$ cat config.mk
export PLATFORM = sky130hd
export DESIGN_NAME = sipo_deserializer
export DESIGN_NICKNAME = d
export VERILOG_FILES = /design/src/rtl/sipo_pkg.sv /design/src/rtl/sipo_deserializer.sv
export SDC_FILE = /design/constraint.sdc
export NUM_CORES = 1
export LEC_CHECK = 0
export ABC_AREA = 1
export BUFFER_PORTS_ARGS = -buffer_cell sky130_fd_sc_hd__buf_2
export CAP_MARGIN = 20
export CORE_UTILIZATION = 54
export CTS_CLUSTER_DIAMETER = 100
export DETAILED_ROUTE_END_ITERATION = 8
export GPL_ROUTABILITY_DRIVEN = 0
export PLACE_DENSITY = 0.8
export SLEW_MARGIN = 5
export SYNTH_ARGS = -nofsm -noshare
export SYNTH_HDL_FRONTEND = slang
export SYNTH_SLANG_ARGS = --single-unit
$ cat constraint.sdc
create_clock -name clk -period 4.17 [get_ports clk]
set_clock_uncertainty 0.15 [all_clocks]
set_input_delay 0.6255 -clock clk [delete_from_list [all_inputs] [get_ports clk]]
set_output_delay 0.6255 -clock clk [all_outputs]
set_load 0.01 [all_outputs]
$ cat src/rtl/sipo_pkg.sv
// Shared types and defaults for the PISO/SIPO serial link pair.
package sipo_pkg;

  typedef enum logic {
    IDLE = 1'b0,
    RECV = 1'b1
  } sipo_state_t;

  localparam int unsigned SIPO_WIDTH = 8;

endpackage : sipo_pkg

$ cat src/rtl/sipo_deserializer.sv
// Serial-to-parallel receiver: gathers WIDTH strobed bits into a word and
// presents it on a one-entry valid/ready buffer with a sticky overrun flag.
module sipo_deserializer
  import sipo_pkg::*;
#(
  parameter int unsigned WIDTH     = SIPO_WIDTH,
  parameter bit          MSB_FIRST = 1'b1,
  parameter int unsigned CNT_W     = $clog2(WIDTH)
) (
  input  logic             clk,
  input  logic             reset_n,
  input  logic             serial_in,
  input  logic             shift,
  input  logic             clear,
  output logic [WIDTH-1:0] data_out,
  output logic             data_valid,
  input  logic             data_ready,
  output logic [CNT_W-1:0] bit_count,
  output logic             busy,
  output logic             overrun
);

  sipo_state_t      state_q, state_d;
  logic [WIDTH-1:0] sreg_q, sreg_d;
  logic [CNT_W-1:0] cnt_q, cnt_d;
  logic [WIDTH-1:0] data_q, data_d;
  logic             valid_q, valid_d;
  logic             ovr_q, ovr_d;

  logic [WIDTH-1:0] shifted;
  logic             complete;

  always_comb begin
    if (MSB_FIRST) begin
      shifted = {sreg_q[WIDTH-2:0], serial_in};
    end else begin
      shifted = {serial_in, sreg_q[WIDTH-1:1]};
    end
  end

  always_comb begin
    state_d  = state_q;
    sreg_d   = sreg_q;
    cnt_d    = cnt_q;
    data_d   = data_q;
    valid_d  = valid_q;
    ovr_d    = ovr_q;
    complete = 1'b0;

    if (clear) begin
      state_d = IDLE;
      sreg_d  = '0;
      cnt_d   = '0;
      ovr_d   = 1'b0;
    end else if (shift) begin
      sreg_d = shifted;
      if (cnt_q == CNT_W'(WIDTH - 1)) begin
        complete = 1'b1;
        cnt_d    = '0;
        state_d  = IDLE;
      end else begin
        cnt_d   = cnt_q + CNT_W'(1);
        state_d = RECV;
      end
    end

    // The final bit goes straight from serial_in into the buffer via 'shifted'.
    if (complete) begin
      if (!valid_q || data_ready) begin
        data_d  = shifted;
        valid_d = 1'b1;
      end else begin
        ovr_d = 1'b1;
      end
    end else if (valid_q && data_ready) begin
      valid_d = 1'b0;
    end
  end

  always_ff @(posedge clk or negedge reset_n) begin
    if (!reset_n) begin
      state_q <= IDLE;
      sreg_q  <= '0;
      cnt_q   <= '0;
      data_q  <= '0;
      valid_q <= 1'b0;
      ovr_q   <= 1'b0;
    end else begin
      state_q <= state_d;
      sreg_q  <= sreg_d;
      cnt_q   <= cnt_d;
      data_q  <= data_d;
      valid_q <= valid_d;
      ovr_q   <= ovr_d;
    end
  end

  assign data_out   = data_q;
  assign data_valid = valid_q;
  assign bit_count  = cnt_q;
  assign busy       = (state_q == RECV);
  assign overrun    = ovr_q;

endmodule : sipo_deserializer

==> impl_metrics.ini <==
[sta]
setup_violations = 0
tightest_slew_ns = 0.4508
period_needed_ns = 1.634
slew_violations = 0
setup_tns_ns = 0
hold_viol_final = 0
period_share_pct = 39.18
slew_headroom_pct = 69.95
rsz0062_at_grt = false
fmax_mhz = 612.0

[clock_tree]
cts_hold_buf = 0
cts_made_buffers = 3
cts.sink_count = 21
cts_root_buf = clkbuf_4
post_cts_buffers = 0
clockBufferDepth = 2
cts-htree-levels = 1
cts-resized-gates = 0
clock_latency_ns = 0.29
cts_tree = done
clk_pin_slew_ns = 0.11

[pwr]
power.internal_w = 0.0002523
total_power_w = 0.0003253
p_sw_w = 0.00007301
peakVddDrop_mv = 0.2024
p_leak_nw = 0.5874
clockPowerShare_pct = 28.2
powerDensity_nw_per_um2 = 323.8
sw_frac_of_total_pct = 22.44
pwr-share-comb_pct = 7.3
power_frac_seq_pct = 64.5

[routing]
ant_nets = 0
drt_iter0_markers = 18
wl_per_cell_um = 11.04
finalWirelength_um = 1380
avgViaCountPerCell = 5.160
drt_pass1_iterations = 4
drc_errors = 0
routed-via-count = 645

[global_routing]
grt_pass1_vias = 562
grt_pass1_wl_um = 2380
track_usage_pct = 18.19
grt_max_degree = 22
grt_antenna_before_repair = 0
grt_overflow = 0

[yosys]
netlist_instances = 87
ys_seq_area_share_pct = 60.09
ys_ff_latch = 21
synth_largest_area_cell = dfrtp_1
synth_nets = 95
synthDominantCellAreaShare_pct = 60.09
synth_cell_types = 15
synth.avg_cell_area_sq_um = 10.05
synth_area_sq_um = 874.6
ys.warnings.count = 0
synthTopCellsByArea = dfrtp_1 (60%), nand2_1 (9.9%), nand3_1 (7.4%)

[final_layout]
drive_gt1_share_pct = 28.44
n_antenna_cell = 0
fin_nets = 118
syn_to_final_growth_pct = 14.88
finish.utilization_pct = 66.69

[worst_setup_path]
critPathLaunchType = flop
worst-path-buf-inv = 1
cp_max_fo = 3
crit_slowest_cell = dfrtp_1
cp_cell_sequence = buf_2
crit_path_max_incr_delay_ns = 0.42
cp.arrival_ns = 0.86
critical-path-top-delay-family = flip-flops
cp-end-kind = output port
crit_type = reg -> out
cp.required_ns = 3.39

[floorplanning]
die_width_um = 42.25
initial_core_util_pct = 58.06
io_pins = 20
core_sq_um = 1506
die_area_sq_um = 1785
fp-row-count = 14
die_h_um = 42.25

[run]
cap_violations = 0

[run_status]
status = completed

[placement]
port_buffers = 19
post-dp-hpwl_um = 1060

[worst_hold_path]
hold_class = in -> async
==> kinds of logic after synthesis <==
family                     count (synthesis)  synth area share (%)
AOI/OAI and AO/OA                          8                 5.293
xor gates and xnor gates                   1                 1.002
adders and majority gates                  2                 2.861
buffers and inverters                     10                 5.150
DFF                                       21                 60.09
and+or+nand+nor                           45                 25.61
==> layer usage <==
layer  GRT usage (%)  vias to the layer above  routed length, um
li1                -                      325                  -
met4           11.25                        0                 14
met3           2.586                        2                 62
met2           26.77                       15                650
met5               0                        -                  0
met1           25.36                      303                653
==> placed cells by master (no fill, tap or decap) <==
| cell | n |
|---|---|
| a21oi_1 | 1 |
| inv_1 | 6 |
| nor2_8 | 1 |
| buf_2 | 19 |
| dfrtp_1 | 21 |
| nand2_2 | 3 |
| clkbuf_1 | 1 |
| clkbuf_4 | 3 |
| nand3_1 | 13 |
| nand2_1 | 23 |
| inv_2 | 3 |
| o21ai_1 | 2 |
| ha_1 | 2 |
| xnor2_1 | 1 |
| o22ai_1 | 5 |
| nand2_4 | 2 |
| nor2_1 | 3 |
==> cell type report <==
cell class	instances	area, sq um
timing repair buffer	19	95.09
tap	16	20.02
multi-input combinational	56	304.0
sequential	21	525.5
inverter	9	33.78
clock buffer	4	26.28
fill	133	501.7
==> Yosys cell counts <==
| cell | number |
|---|---|
| nand2_2 | 3 |
| o21ai_1 | 2 |
| xnor2_1 | 1 |
| nand2_4 | 2 |
| nor2_8 | 1 |
| inv_2 | 3 |
| dfrtp_1 | 21 |
| inv_1 | 6 |
| ha_1 | 2 |
| a21oi_1 | 1 |
| nor2_1 | 3 |
| nand2_1 | 23 |
| o22ai_1 | 5 |
| nand3_1 | 13 |
| buf_6 | 1 |
==> sequential cells by signal, indices dropped and copies added (netlist names) <==
signal,flops
bit_count,3
data_valid,1
sreg_q,7
overrun,1
data_out,8
busy,1
==> path summary, 6_finish.rpt <==
check                                         start                      end  slack [ns]  cells past startpoint
setup / recovery             data_valid$_DFFE_PN0P_               data_valid        2.54                      1
hold / removal                              reset_n  data_out[7]$_DFFE_PN0P_        0.11                      1
setup reg to reg           bit_count[0]$_DFFE_PN0P_  data_out[4]$_DFFE_PN0P_        2.73                      7
hold reg to reg             data_out[6]$_DFFE_PN0P_  data_out[6]$_DFFE_PN0P_        0.33                      2
max in group asynchronous                   reset_n    sreg_q[2]$_DFFE_PN0P_        3.45                      1
min in group clk            data_out[6]$_DFFE_PN0P_  data_out[6]$_DFFE_PN0P_        0.33                      2
==> metrics by stage <==
step,area (sq um),hold slack (ns),std cells,worst slack (ns)
2_1_floorplan,874.6,0.1799,87,2.766
3_3_place_gp,978.4,0.3015,121,2.619
3_5_place_dp,978.4,0.3063,121,2.597
4_1_cts,1005,0.1119,125,2.519
5_1_grt,1005,0.1387,125,2.487
6_report,1005,0.1135,125,2.536
==> power groups by stage <==
stage	clock (W)	sequential, W	combinational [W]
floorplan	0	0.000215	0.0000120
global placement	0	0.000214	0.0000238
detailed placement	0	0.000214	0.0000241
CTS	0.0000973	0.000210	0.0000243
global route	0.000103	0.000210	0.0000272
finish	0.0000917	0.000210	0.0000238
Power figures use the tool's default switching activity.
